==> config.mk <==
export PLATFORM = sky130hd
export DESIGN_NAME = vga_rd_arbiter_flat
export DESIGN_NICKNAME = d
export VERILOG_FILES = /design/src/rtl/vga_rd_arbiter_if.sv /design/src/rtl/vga_rd_arbiter.sv /design/src/flat_wrapper.sv
export SDC_FILE = /design/constraint.sdc
export NUM_CORES = 1
export LEC_CHECK = 0
export CORE_UTILIZATION = 30
export CTS_CLUSTER_SIZE = 30
export DETAILED_ROUTE_END_ITERATION = 10
export HOLD_SLACK_MARGIN = 0.12
export PLACE_DENSITY = 0.82
export SYNTH_ARGS = -nofsm -noshare
export SYNTH_HDL_FRONTEND = slang
export SYNTH_SLANG_ARGS = --single-unit
==> constraint.sdc <==
create_clock -name aclk -period 4.8 [get_ports aclk]
set_input_delay 0.96 -clock aclk [delete_from_list [all_inputs] [get_ports aclk]]
set_output_delay 0.96 -clock aclk [all_outputs]
set_load 0.005 [all_outputs]
==> src/rtl/vga_rd_arbiter_if.sv <==
// ----------------------------------------------------------------------------
// vga_rd_arbiter_if
// One AXI4 read-channel bundle: AR request channel plus R data channel.
//   master modport : issues AR requests and accepts R beats (request initiator)
//   slave  modport : accepts AR requests and returns R beats (request target)
// Parameters ADDR_W / DATA_W / ID_W size the address, data and ID fields.
// ----------------------------------------------------------------------------
interface vga_rd_arbiter_if #(
    parameter int ADDR_W = 32,
    parameter int DATA_W = 32,
    parameter int ID_W   = 4
);
    logic [ADDR_W-1:0] ar_addr;
    logic [7:0]        ar_len;
    logic [2:0]        ar_size;
    logic [1:0]        ar_burst;
    logic [ID_W-1:0]   ar_id;
    logic              ar_valid;
    logic              ar_ready;

    logic [DATA_W-1:0] r_data;
    logic [1:0]        r_resp;
    logic [ID_W-1:0]   r_id;
    logic              r_last;
    logic              r_valid;
    logic              r_ready;

    modport master (
        output ar_addr, ar_len, ar_size, ar_burst, ar_id, ar_valid,
        input  ar_ready,
        input  r_data, r_resp, r_id, r_last, r_valid,
        output r_ready
    );

    modport slave (
        input  ar_addr, ar_len, ar_size, ar_burst, ar_id, ar_valid,
        output ar_ready,
        output r_data, r_resp, r_id, r_last, r_valid,
        input  r_ready
    );
endinterface

==> src/rtl/vga_rd_arbiter.sv <==
// ----------------------------------------------------------------------------
// vga_rd_arbiter
// 2:1 AXI4 read arbiter sharing one memory read port between the VGA
// framebuffer DMA (port 0, fixed high priority) and a secondary reader
// (port 1). A starvation counter forces a port-1 grant after STARVE_LIMIT
// consecutive port-0 grants taken while port 1 was waiting. Exactly one
// transaction is outstanding at a time and bursts are never interleaved.
//
// Ports:
//   aclk     clock
//   aresetn  synchronous active-low reset
//   s0, s1   upstream read ports (slave side of the bundle)
//   m        downstream read port to the interconnect (master side)
//   busy     high while a transaction is in the ADDR or DATA phase
//   grant    port currently / most recently granted
//   err_len  sticky flag: burst beat count disagreed with the requested length
// ----------------------------------------------------------------------------
module vga_rd_arbiter #(
    parameter int ADDR_W       = 32,
    parameter int DATA_W       = 32,
    parameter int ID_W         = 4,
    parameter int STARVE_LIMIT = 8
) (
    input  logic                aclk,
    input  logic                aresetn,
    vga_rd_arbiter_if.slave     s0,
    vga_rd_arbiter_if.slave     s1,
    vga_rd_arbiter_if.master    m,
    output logic                busy,
    output logic                grant,
    output logic                err_len
);

    localparam logic [7:0] LIMIT = 8'(STARVE_LIMIT);

    typedef enum logic [1:0] {IDLE, ADDR, DATA} state_t;

    state_t            state_reg;
    state_t            state_next;

    logic              grant_reg;
    logic [7:0]        starve_cnt_reg;
    logic [7:0]        beat_cnt_reg;
    logic              err_len_reg;

    logic [ADDR_W-1:0] addr_reg;
    logic [7:0]        len_reg;
    logic [2:0]        size_reg;
    logic [1:0]        burst_reg;
    logic [ID_W-1:0]   id_reg;

    logic              any_valid;
    logic              sel;
    logic              accept;
    logic              r_beat;
    logic              up_r_ready;
    logic [1:0]        up_r_ready_vec;
    logic [1:0]        r_valid_vec;

    // Port 1 wins only when port 0 is absent or port 1 has waited long enough.
    assign any_valid = s0.ar_valid | s1.ar_valid;
    assign sel       = s1.ar_valid & (~s0.ar_valid | (starve_cnt_reg == LIMIT));
    // No request is taken while reset is asserted, so nothing upstream ever
    // sees an accept that the datapath would then discard.
    assign accept    = aresetn & (state_reg == IDLE) & any_valid;

    // Read beat routing: only the granted port sees r_valid, and only its
    // r_ready is fed back downstream.
    assign up_r_ready_vec = {s1.r_ready, s0.r_ready};
    assign up_r_ready     = up_r_ready_vec[grant_reg];
    assign r_beat         = (state_reg == DATA) & m.r_valid & up_r_ready;

    generate
        for (genvar gi = 0; gi < 2; gi++) begin : g_route
            assign r_valid_vec[gi] = (state_reg == DATA) & (grant_reg == 1'(gi)) & m.r_valid;
        end
    endgenerate

    assign s0.r_valid = r_valid_vec[0];
    assign s1.r_valid = r_valid_vec[1];

    // Data fields go to both ports unchanged; r_valid qualifies them.
    assign s0.r_data  = m.r_data;
    assign s0.r_resp  = m.r_resp;
    assign s0.r_id    = m.r_id;
    assign s0.r_last  = m.r_last;
    assign s1.r_data  = m.r_data;
    assign s1.r_resp  = m.r_resp;
    assign s1.r_id    = m.r_id;
    assign s1.r_last  = m.r_last;

    assign m.ar_addr  = addr_reg;
    assign m.ar_len   = len_reg;
    assign m.ar_size  = size_reg;
    assign m.ar_burst = burst_reg;
    assign m.ar_id    = id_reg;

    assign grant      = grant_reg;
    assign err_len    = err_len_reg;

    // ---------------- FSM: state register ----------------
    always_ff @(posedge aclk) begin
        if (!aresetn) begin
            state_reg <= IDLE;
        end else begin
            state_reg <= state_next;
        end
    end

    // ---------------- FSM: next state ----------------
    always_comb begin
        state_next = state_reg;
        case (state_reg)
            IDLE:    if (accept)                   state_next = ADDR;
            ADDR:    if (m.ar_ready)               state_next = DATA;
            DATA:    if (r_beat && m.r_last)       state_next = IDLE;
            default:                               state_next = IDLE;
        endcase
    end

    // ---------------- FSM: outputs ----------------
    always_comb begin
        s0.ar_ready = 1'b0;
        s1.ar_ready = 1'b0;
        m.ar_valid  = 1'b0;
        m.r_ready   = 1'b0;
        busy        = 1'b0;
        case (state_reg)
            IDLE: begin
                s0.ar_ready = accept & ~sel;
                s1.ar_ready = accept & sel;
            end
            ADDR: begin
                m.ar_valid = 1'b1;
                busy       = 1'b1;
            end
            DATA: begin
                m.r_ready  = up_r_ready;
                busy       = 1'b1;
            end
            default: begin
                busy       = 1'b0;
            end
        endcase
    end

    // ---------------- datapath: request latch, counters, error flag ----------------
    always_ff @(posedge aclk) begin
        if (!aresetn) begin
            grant_reg      <= 1'b0;
            starve_cnt_reg <= 8'd0;
            beat_cnt_reg   <= 8'd0;
            err_len_reg    <= 1'b0;
            addr_reg       <= '0;
            len_reg        <= 8'd0;
            size_reg       <= 3'd0;
            burst_reg      <= 2'd0;
            id_reg         <= '0;
        end else begin
            if (state_reg == IDLE) begin
                // The counter measures how long port 1 has been waiting, so
                // any idle cycle without a port-1 request restarts it.
                if (!s1.ar_valid) begin
                    starve_cnt_reg <= 8'd0;
                end else if (accept) begin
                    if (sel) begin
                        starve_cnt_reg <= 8'd0;
                    end else if (starve_cnt_reg != LIMIT) begin
                        starve_cnt_reg <= starve_cnt_reg + 8'd1;
                    end
                end

                if (accept) begin
                    grant_reg <= sel;
                    addr_reg  <= sel ? s1.ar_addr  : s0.ar_addr;
                    len_reg   <= sel ? s1.ar_len   : s0.ar_len;
                    size_reg  <= sel ? s1.ar_size  : s0.ar_size;
                    burst_reg <= sel ? s1.ar_burst : s0.ar_burst;
                    id_reg    <= sel ? s1.ar_id    : s0.ar_id;
                end
            end

            if ((state_reg == ADDR) && m.ar_ready) begin
                beat_cnt_reg <= 8'd0;
            end

            if (r_beat) begin
                beat_cnt_reg <= beat_cnt_reg + 8'd1;
                // Early last, or the final expected beat arriving without last.
                if ((m.r_last && (beat_cnt_reg != len_reg)) ||
                    (!m.r_last && (beat_cnt_reg == len_reg))) begin
                    err_len_reg <= 1'b1;
                end
            end
        end
    end

endmodule

==> src/flat_wrapper.sv <==
// flat-port wrapper written by rule: the top's interface ports become plain ports
module vga_rd_arbiter_flat 
#(
    parameter int ADDR_W       = 32,
    parameter int DATA_W       = 32,
    parameter int ID_W         = 4,
    parameter int STARVE_LIMIT = 8
)
  (aclk, aresetn, busy, grant, err_len, s0_ar_addr, s0_ar_len, s0_ar_size, s0_ar_burst, s0_ar_id, s0_ar_valid, s0_ar_ready, s0_r_data, s0_r_resp, s0_r_id, s0_r_last, s0_r_valid, s0_r_ready, s1_ar_addr, s1_ar_len, s1_ar_size, s1_ar_burst, s1_ar_id, s1_ar_valid, s1_ar_ready, s1_r_data, s1_r_resp, s1_r_id, s1_r_last, s1_r_valid, s1_r_ready, m_ar_addr, m_ar_len, m_ar_size, m_ar_burst, m_ar_id, m_ar_valid, m_ar_ready, m_r_data, m_r_resp, m_r_id, m_r_last, m_r_valid, m_r_ready);
  vga_rd_arbiter_if #(.ADDR_W(ADDR_W), .DATA_W(DATA_W), .ID_W(ID_W)) s0_i ();
  vga_rd_arbiter_if #(.ADDR_W(ADDR_W), .DATA_W(DATA_W), .ID_W(ID_W)) s1_i ();
  vga_rd_arbiter_if #(.ADDR_W(ADDR_W), .DATA_W(DATA_W), .ID_W(ID_W)) m_i ();
  input  logic aclk;
  input  logic aresetn;
  output logic busy;
  output logic grant;
  output logic err_len;
  input wire logic [$bits(s0_i.ar_addr)-1:0] s0_ar_addr;
  input wire logic [$bits(s0_i.ar_len)-1:0] s0_ar_len;
  input wire logic [$bits(s0_i.ar_size)-1:0] s0_ar_size;
  input wire logic [$bits(s0_i.ar_burst)-1:0] s0_ar_burst;
  input wire logic [$bits(s0_i.ar_id)-1:0] s0_ar_id;
  input wire logic [$bits(s0_i.ar_valid)-1:0] s0_ar_valid;
  output wire logic [$bits(s0_i.ar_ready)-1:0] s0_ar_ready;
  output wire logic [$bits(s0_i.r_data)-1:0] s0_r_data;
  output wire logic [$bits(s0_i.r_resp)-1:0] s0_r_resp;
  output wire logic [$bits(s0_i.r_id)-1:0] s0_r_id;
  output wire logic [$bits(s0_i.r_last)-1:0] s0_r_last;
  output wire logic [$bits(s0_i.r_valid)-1:0] s0_r_valid;
  input wire logic [$bits(s0_i.r_ready)-1:0] s0_r_ready;
  input wire logic [$bits(s1_i.ar_addr)-1:0] s1_ar_addr;
  input wire logic [$bits(s1_i.ar_len)-1:0] s1_ar_len;
  input wire logic [$bits(s1_i.ar_size)-1:0] s1_ar_size;
  input wire logic [$bits(s1_i.ar_burst)-1:0] s1_ar_burst;
  input wire logic [$bits(s1_i.ar_id)-1:0] s1_ar_id;
  input wire logic [$bits(s1_i.ar_valid)-1:0] s1_ar_valid;
  output wire logic [$bits(s1_i.ar_ready)-1:0] s1_ar_ready;
  output wire logic [$bits(s1_i.r_data)-1:0] s1_r_data;
  output wire logic [$bits(s1_i.r_resp)-1:0] s1_r_resp;
  output wire logic [$bits(s1_i.r_id)-1:0] s1_r_id;
  output wire logic [$bits(s1_i.r_last)-1:0] s1_r_last;
  output wire logic [$bits(s1_i.r_valid)-1:0] s1_r_valid;
  input wire logic [$bits(s1_i.r_ready)-1:0] s1_r_ready;
  output wire logic [$bits(m_i.ar_addr)-1:0] m_ar_addr;
  output wire logic [$bits(m_i.ar_len)-1:0] m_ar_len;
  output wire logic [$bits(m_i.ar_size)-1:0] m_ar_size;
  output wire logic [$bits(m_i.ar_burst)-1:0] m_ar_burst;
  output wire logic [$bits(m_i.ar_id)-1:0] m_ar_id;
  output wire logic [$bits(m_i.ar_valid)-1:0] m_ar_valid;
  input wire logic [$bits(m_i.ar_ready)-1:0] m_ar_ready;
  input wire logic [$bits(m_i.r_data)-1:0] m_r_data;
  input wire logic [$bits(m_i.r_resp)-1:0] m_r_resp;
  input wire logic [$bits(m_i.r_id)-1:0] m_r_id;
  input wire logic [$bits(m_i.r_last)-1:0] m_r_last;
  input wire logic [$bits(m_i.r_valid)-1:0] m_r_valid;
  output wire logic [$bits(m_i.r_ready)-1:0] m_r_ready;
  assign s0_i.ar_addr = s0_ar_addr;
  assign s0_i.ar_len = s0_ar_len;
  assign s0_i.ar_size = s0_ar_size;
  assign s0_i.ar_burst = s0_ar_burst;
  assign s0_i.ar_id = s0_ar_id;
  assign s0_i.ar_valid = s0_ar_valid;
  assign s0_ar_ready = s0_i.ar_ready;
  assign s0_r_data = s0_i.r_data;
  assign s0_r_resp = s0_i.r_resp;
  assign s0_r_id = s0_i.r_id;
  assign s0_r_last = s0_i.r_last;
  assign s0_r_valid = s0_i.r_valid;
  assign s0_i.r_ready = s0_r_ready;
  assign s1_i.ar_addr = s1_ar_addr;
  assign s1_i.ar_len = s1_ar_len;
  assign s1_i.ar_size = s1_ar_size;
  assign s1_i.ar_burst = s1_ar_burst;
  assign s1_i.ar_id = s1_ar_id;
  assign s1_i.ar_valid = s1_ar_valid;
  assign s1_ar_ready = s1_i.ar_ready;
  assign s1_r_data = s1_i.r_data;
  assign s1_r_resp = s1_i.r_resp;
  assign s1_r_id = s1_i.r_id;
  assign s1_r_last = s1_i.r_last;
  assign s1_r_valid = s1_i.r_valid;
  assign s1_i.r_ready = s1_r_ready;
  assign m_ar_addr = m_i.ar_addr;
  assign m_ar_len = m_i.ar_len;
  assign m_ar_size = m_i.ar_size;
  assign m_ar_burst = m_i.ar_burst;
  assign m_ar_id = m_i.ar_id;
  assign m_ar_valid = m_i.ar_valid;
  assign m_i.ar_ready = m_ar_ready;
  assign m_i.r_data = m_r_data;
  assign m_i.r_resp = m_r_resp;
  assign m_i.r_id = m_r_id;
  assign m_i.r_last = m_r_last;
  assign m_i.r_valid = m_r_valid;
  assign m_r_ready = m_i.r_ready;
  vga_rd_arbiter #(.ADDR_W(ADDR_W), .DATA_W(DATA_W), .ID_W(ID_W), .STARVE_LIMIT(STARVE_LIMIT)) u_core (.aclk(aclk), .aresetn(aresetn), .s0(s0_i), .s1(s1_i), .m(m_i), .busy(busy), .grant(grant), .err_len(err_len));
endmodule
* Word level (Yosys, flattened, before mapping)
Index checks and enable logic that the tools add are counted.
** Storage, ports and cells
- Output and inout port bits :: 136
- Memory bits (writable) :: 0
- Memories :: 0
- Logic and storage cells :: 75
- Input bits :: 145
- Register bits :: 69
- Bits in latches :: 0
- Memory bits (read-only) :: 0
** Cells by class
- Reductions and logical operators :: 13
- $mul :: 0
- $add $sub $neg :: 2
- Shift operators :: 0
- Order comparisons :: 1
- Bitwise operators :: 16
- Eq/ne operators :: 11
- Mux-type cells :: 22
- Divide/modulo/power cells :: 0
** Operator list (count)
- $mux W8 :: 7
- $mux W32 :: 1
- $add A8 B1 Y8 const B :: 2
- $and A1 B1 Y1 :: 11
- $eq A8 B4 Y1 const B :: 1
- $eq A8 B8 Y1 :: 1
- $mux W2 :: 4
- $ne A8 B4 Y1 const B :: 1
- $ne A8 B8 Y1 :: 1
- $mux W1 :: 7
- $pmux W2 S3 :: 1
- $reduce_and A3 Y1 :: 2
- $logic_and A1 B1 Y1 :: 4
- $mux W4 :: 1
- $ne A2 B1 Y1 const B :: 2
- $ne A2 B2 Y1 const B :: 2
- $reduce_and A2 Y1 :: 2
- $mux W3 :: 1
- $ne A3 B1 Y1 const B :: 1
- $not A1 Y1 :: 3
- $eq A2 B1 Y1 const B :: 1
- $eq A2 B2 Y1 const B :: 1
- $logic_not A2 Y1 :: 1
- $lt A1 B2 Y1 const B :: 1
- 5 further kinds :: 6

* Depth between registers and ports, before layout
Gate-level depths: netlist of the first run.
- Depth in word-level cells :: 6
- Depth in mapped cells :: 8
- Gate-level depth less buffers :: 6

* Worst setup path after synthesis of the first run
Ideal clock, no wire load.
- Path type :: in2out
- Start :: in aresetn
- End :: out s1_ar_ready
- Data required time :: 3.840 ns
- Path buffers :: 3
- Arrival :: 2.023 ns
- Stages on the path :: 6
- Path slack :: 1.817 ns
- Path through :: clkbuf_1 > inv_1 > or4_1 > buf_2 > buf_6 > inv_1
** Between the ends
- Longest elaborated chain between the ends :: 4
** Ends and longest elaborated chain
- start: declaration :: RTL line flat_wrapper.sv:14 : input logic aresetn;
- $and A1 B1 Y1 (2 in a row) :: RTL line vga_rd_arbiter.sv:65 : assign accept = aresetn & (state_reg == IDLE) & any_valid;
- $and A1 B1 Y1 :: RTL line vga_rd_arbiter.sv:131 : s1.ar_ready = accept & sel;
- $mux W1 :: RTL line vga_rd_arbiter.sv:128 : case (state_reg)
- end: declaration :: RTL line flat_wrapper.sv:37 : output wire logic [$bits(s1_i.ar_ready)-1:0] s1_ar_ready;
No other way between the ends.

* Final worst setup path of the first run
- Start :: in s0_ar_valid
- End :: out s0_ar_ready
** Between the ends
- Longest elaborated chain between the ends :: 6
- Elaborated cells on any way between the ends :: 8
- Those cells by class :: 1 x mux; 7 x bitwise
** Ends and longest elaborated chain
- start: declaration :: RTL line flat_wrapper.sv:23 : input wire logic [$bits(s0_i.ar_valid)-1:0] s0_ar_valid;
- $not A1 Y1 :: RTL line vga_rd_arbiter.sv:62 : assign sel = s1.ar_valid & (~s0.ar_valid | (starve_cnt_reg == LIMIT));
- $or A1 B1 Y1 :: RTL line vga_rd_arbiter.sv:62
- $and A1 B1 Y1 :: RTL line vga_rd_arbiter.sv:62
- $not A1 Y1 :: RTL line vga_rd_arbiter.sv:130 : s0.ar_ready = accept & ~sel;
- $and A1 B1 Y1 * :: RTL line vga_rd_arbiter.sv:130
- $mux W1 * :: RTL line vga_rd_arbiter.sv:128
- end: declaration :: RTL line flat_wrapper.sv:24 : output wire logic [$bits(s0_i.ar_ready)-1:0] s0_ar_ready;
Every way passes the cells marked *; elsewhere a longest branch is shown, timed or not.

==> results of run 1 <==
==> worst min-delay path by stage <==
stage / start / cells after the start / endpoint / slack (ns)
3_3_place_gp: u_core.err_len / 2 / u_core.err_len / 0.47
2_1_floorplan: u_core.starve_cnt_reg[1] / 2 / u_core.starve_cnt_reg[1] / 0.46
4_1_cts: u_core.err_len / 2 / u_core.err_len / 0.49
5_1_grt: u_core.err_len / 2 / u_core.err_len / 0.53
3_5_place_dp: u_core.err_len / 2 / u_core.err_len / 0.48
6_report: u_core.err_len / 2 / u_core.err_len / 0.48
==> worst max-delay path, stage by stage <==
cell	delay (ns)
clkdlybuf4s50_1	0.52
inv_1	0.10
a21oi_4	0.58
nor2_1	0.08
nor2_1	0.16
clkdlybuf4s50_1	0.52
==> layer usage <==
| metal | vias up | share of wire, % | wire (um) |
|---|---|---|---|
| met1 | 1734 | 42 | 5000 |
| met5 | - | 0 | 0 |
| met4 | 0 | 4.0 | 484 |
| met2 | 124 | 48 | 5800 |
| li1 | 1724 | - | - |
| met3 | 44 | 5.6 | 674 |
==> stage by stage <==
step | power (mW) | utilization, % | setup WS (ns) | hold slack, ns | area [um2]
after floorplan | 1.20 | - | 1.82 | 0.461 | 4070
after global placement | 1.48 | 39.6 | 0.920 | 0.468 | 5240
after detailed placement | 1.51 | 39.6 | 0.901 | 0.479 | 5240
after CTS | 2.15 | 41.6 | 0.901 | 0.491 | 5510
after global routing | 2.24 | 41.6 | 0.810 | 0.526 | 5510
final | 2.12 | 41.6 | 0.912 | 0.483 | 5510
==> layout make-up <==
type,instances,area share [%]
Sequential cell,69,25.1
Tap cell,176,4.00
Timing Repair Buffer,172,30.9
Clock inverter,1,0.0908
Inverter,11,0.749
Multi-Input combinational cell,259,34.4
Clock buffer,15,4.86
==> power breakdown <==
| part | internal (mW) | switching, mW |
|---|---|---|
| Sequential | 0.660 | 0.0585 |
| Combinational | 0.404 | 0.372 |
| Clock | 0.378 | 0.249 |
| Total | 1.44 | 0.680 |
==> Yosys cell counts, types with 2 or more instances <==
library cell / n
a21oi_1: 58
buf_1: 5
buf_2: 3
buf_4: 78
buf_6: 5
clkbuf_1: 23
dfxtp_1: 69
ha_1: 6
inv_1: 9
mux2i_1: 50
nand2_1: 12
nand3_1: 8
nand4_1: 6
nor2_1: 12
nor3_1: 3
nor3b_1: 2
nor4_1: 2
o211ai_1: 2
o21a_1: 2
o21ai_0: 9
o41ai_1: 49
or3_1: 7
xnor2_1: 13
xor2_1: 2
==> kinds of logic (layout without fill, tap and decap cells) <==
| family | after synthesis | count (layout) |
|---|---|---|
| flops | 69 | 69 |
| mux | 50 | 50 |
| fa+ha+maj | 6 | 6 |
| xor+xnor | 15 | 15 |
| simple gates | 60 | 60 |
| compound gates | 128 | 128 |
| buf+inv | 125 | 199 |
==> flow_summary_export.csv, run 1 <==
group,metric,value,unit
status,status,"finished, final reports clean",
critical_path,startpoint,"s0_ar_valid",
critical_path,start_kind,"input pin",
synthesis,synth_top_family_by_area,"compound AO/OA/AOI/OAI gates",
synthesis,synthAdderAreaFrac,1.85,%
global_routing,gr-usage-met1,18.9,%
detailed_routing,drc_errors,0,
synthesis,synth.distinct_cells,42,
clock_network,cts.clk_slew.worst_paths,0.05,ns
global_routing,antenna_found_initial,0,
clock_network,root_buffer,"clkbuf_16",
critical_path,cp.arrival,2.93,ns
pwr,peakVddDrop,0.155,mV
critical_path,cp_max_fo,27,
clock_network,hold_buffers,0,
die,rows,42,
global_routing,grtUsageMet3,4.20,%
cells_and_area,largest_reg_flops,32,
synthesis,synth_seq_area_share,34.0,%
place,io_buffers,166,
critical_path,reg2regPathDepth,6,
synthesis,synthTopCellsByArea,"dfxtp_1, buf_4, mux2i_1",
synthesis,synth.mux.area_fraction,12.3,%
clock_network,clk_latency,0.34,ns
synthesis,netlist.area_leader.share,34.0,%
critical_path,r2r-end,"u_core.m.ar_id[0]",
clock_network,cts_resized,0,
cells_and_area,num-fill-cells,1323,
die,core_region_area,0.0132,mm2
clock_network,cts_setup_buffers,0,
die,fp.dieArea,0.0140,mm2
synthesis,synth-simple-area-share,7.79,%
detailed_routing,vias_per_cell,5.16,
timing,fmax,257,MHz
timing,rsz0062_at_grt,"no",
clock_network,cts_buffers,9,
cells_and_area,multi_input_area,0.00189,mm2
synthesis,ys.warnings.count,0,
detailed_routing,dr_total_vias,3626,
critical_path,r2r_setup_slack,2.18,ns
critical_path,endpoint_kind,"primary output",
timing,finalClockSkew,0.00644,ns
cells_and_area,finalNonFillerCells,703,
global_routing,grt_max_degree,60,
place,place_congestion,0.740,
global_routing,grt_pass1_vias,3738,
detailed_routing,ant_nets,0,
synthesis,synth_edf_count,0,
pwr,p_leak,2.10,nW
timing,slew_violations,0,
cells_and_area,final_nets,673,
die,ios,281,
timing,post-route-period-util,81.0,%
global_routing,overflow,0,
die,start_util,30.7,%
timing,layout_min_cycle_time,3.89,ns
place,post-place-cells,687,
die,die_h,118,um
timing,finalHoldViolations,0,
clock_network,cts_tree,"yes",
detailed_routing,firstDrtPassIters,4,
cells_and_area,diodes,0,
synthesis,ys.flop_type,"dfxtp_1",
place,hpwl,8410,um
timing,setup_viol,0,
clock_network,cts_buffer_depth,2,
global_routing,grt_util_all_layers,17.1,%
cells_and_area,mostFrequentLayoutCells,"clkdlybuf4s50_1, dfxtp_1, a21oi_1",
synthesis,synth_compound_area_share,21.1,%
detailed_routing,drt_iter0_drc,198,
synthesis,syn_nets,604,
die,die_x,118,um
critical_path,r2r_start,"u_core.state_reg[1]",
cells_and_area,area_growth,35.5,%
synthesis,synthXorXnorAreaFrac,3.23,%
global_routing,top_usage_layer,"met2",
critical_path,critical_path.endpoint,"s0_ar_ready",
clock_network,cts.sinks,69,
run,maxCapViolCount,0,
timing,relSlewSlack,39.9,%
detailed_routing,routedWlPerCell,17.0,um
timing,worst_pin_slew,0.901,ns
synthesis,ys_async_sr_fraction,0,%
worst_hold_path,hold_path.class,"reg2reg",
global_routing,grt_pass1_wl,18700,um
critical_path,critical_path_class,"in2out",
synthesis,syn_area,0.00407,mm2
synthesis,synth.largest_area_cell,"dfxtp_1",
global_routing,met2_usage,29.1,%
cells_and_area,drive_gt1_share,4.55,%
cells_and_area,final_common_cell,"clkdlybuf4s50_1",
detailed_routing,wirelength,12000,um
cells_and_area,regArea,0.00138,mm2
clock_network,h-tree-depth,3,
synthesis,syn_inst,453,
synthesis,syn_area_per_cell,8.97,um2
timing,setup_tns,0,ns
synthesis,ys_seq_elements,69,
pwr,powerDensity,385,mW/mm2
critical_path,cp.required,3.84,ns
(Power assumes the default switching activity.)
==> run 2, diff against run 1 <==
Clock period 4.8 ns to 3.8 ns, I/O delays scaled along.
==> flow_summary_export.csv, run 2 (synthesized netlist as in run 1, its figures left out) <==
group,metric,value,unit
status,status,"finished, final reports clean",
cells_and_area,drive_gt1_share,5.67,%
clock_network,cts_setup_buffers,0,
timing,finalHoldViolations,0,
cells_and_area,area_growth,36.6,%
clock_network,cts.sinks,69,
detailed_routing,vias_per_cell,5.21,
pwr,peakVddDrop,0.221,mV
timing,setup_viol,0,
die,core_region_area,0.0132,mm2
cells_and_area,post-route-util,41.9,%
critical_path,critical_path_class,"in2out",
clock_network,cts_tree,"yes",
pwr,p_clk_share,30.9,%
pwr,p_switching,0.872,mW
run,maxCapViolCount,0,
pwr,powerDensity,495,mW/mm2
clock_network,cts_buffers,9,
global_routing,grt_pass1_wl,19000,um
detailed_routing,drc_errors,0,
critical_path,r2r_setup_slack,1.42,ns
timing,worst_pin_slew,0.895,ns
global_routing,grt_util_all_layers,17.2,%
critical_path,cp_max_fo,3,
die,rows,42,
critical_path,reg2regPathDepth,7,
detailed_routing,firstDrtPassIters,5,
detailed_routing,routedWlPerCell,16.6,um
pwr,swShare,31.7,%
timing,post-route-period-util,89.6,%
timing,slew_violations,0,
timing,setup_tns,0,ns
clock_network,h-tree-depth,3,
clock_network,cts_buffer_depth,2,
clock_network,root_buffer,"clkbuf_16",
die,die_h,118,um
cells_and_area,mostFrequentLayoutCells,"clkdlybuf4s50_1, dfxtp_1, a21oi_1",
worst_hold_path,hold_path.class,"reg2reg",
clock_network,cts_resized,0,
place,hpwl,8260,um
clock_network,cts.clk_slew.worst_paths,0.06,ns
timing,relSlewSlack,40.3,%
critical_path,start_kind,"input pin",
timing,rsz0062_at_grt,"no",
detailed_routing,ant_nets,0,
global_routing,grt_pass1_vias,3723,
global_routing,overflow,0,
clock_network,hold_buffers,0,
cells_and_area,final_nets,675,
cells_and_area,diodes,0,
pwr,p_leak,2.13,nW
worst_hold_path,min_delay_path_depth,2,
critical_path,endpoint_kind,"primary output",
pwr,internal-power,1.88,mW
detailed_routing,wirelength,11700,um
critical_path,cp.arrival,2.65,ns
place,place_congestion,0.760,
critical_path,cp.required,3.04,ns
pwr,power_frac_comb,36.2,%
global_routing,antenna_found_initial,0,
cells_and_area,num-fill-cells,1315,
cells_and_area,final_common_cell,"clkdlybuf4s50_1",
timing,finalClockSkew,0.00560,ns
global_routing,grt_max_degree,59,
timing,fmax,294,MHz
cells_and_area,largest_reg_flops,32,
die,die_x,118,um
die,fp.dieArea,0.0140,mm2
pwr,seq_power_share,32.9,%
detailed_routing,drt_iter0_drc,152,
die,start_util,30.7,%
place,io_buffers,166,
die,ios,281,
detailed_routing,dr_total_vias,3670,
timing,layout_min_cycle_time,3.41,ns
clock_network,clk_latency,0.33,ns
-- run 2: changes by cell type in the layout (fill, tap and decap cells not counted) --
cell       previous run  this run
buf_4                 6         8
bufinv_16             0         1
clkbuf_8              2         1
clkinv_4              0         2
clkbuf_1              4         0
clkinv_2              1         3
-- run 2: per-layer routing --
metal | part of all wire, % | GRT usage, % | vias to the layer above
li1 | - | - | 1736
met1 | 42 | 20.0 | 1757
met2 | 49 | 28.7 | 136
met3 | 5.9 | 3.57 | 41
met4 | 3.7 | 10.9 | 0
met5 | 0 | 0 | -
-- run 2: power by group through the flow --
stage / clock network [mW] / logic [mW] / registers (mW)
5_1_grt: 0.905 / 1.09 / 0.917
3_5_place_dp: 0 / 0.998 / 0.921
6_report: 0.849 / 0.995 / 0.905
4_1_cts: 0.875 / 1.00 / 0.907
2_1_floorplan: 0 / 0.599 / 0.916
3_3_place_gp: 0 / 0.967 / 0.915
-- run 2: worst max-delay path, stage by stage --
cell	delay (ns)
clkdlybuf4s50_1	0.52
clkinv_1	0.09
or4_2	0.68
inv_1	0.09
clkdlybuf4s50_1	0.50
-- run 2: metrics by stage --
stage / instances / hold slack [ns] / area (um2) / power [mW] / worst slack [ns]
finish: 705 / 0.490 / 5550 / 2.75 / 0.394
global route: 705 / 0.512 / 5550 / 2.91 / 0.316
CTS: 705 / 0.490 / 5550 / 2.78 / 0.378
detailed placement: 689 / 0.476 / 5250 / 1.92 / 0.378
global placement: 689 / 0.470 / 5250 / 1.88 / 0.390
floorplan: 453 / 0.461 / 4070 / 1.52 / 1.22
-- run 2: worst paths after layout --
kind	from	end
hold / removal	u_core.err_len	u_core.err_len
setup / recovery	s1_ar_valid	s1_ar_ready
setup reg to reg	u_core.state_reg[0]	u_core.state_reg[1]
hold reg to reg	u_core.err_len	u_core.err_len
-- run 2: final cells by class --
cell class	count	area, um2	area share (%)
inverter	11	41.3	0.743
sequential	69	1380	24.9
clock buffer	10	239	4.30
clock inverter	6	62.6	1.13
tap	176	220	3.96
timing repair buffer	174	1720	30.9
multi-input combinational	259	1890	34.1
==> run 3, diff against run 2 <==
Settings changed: CTS_CLUSTER_SIZE 30 to 28.
==> results of run 3 <==
The final DEF is identical to that of run 2; final timing and power are the same.
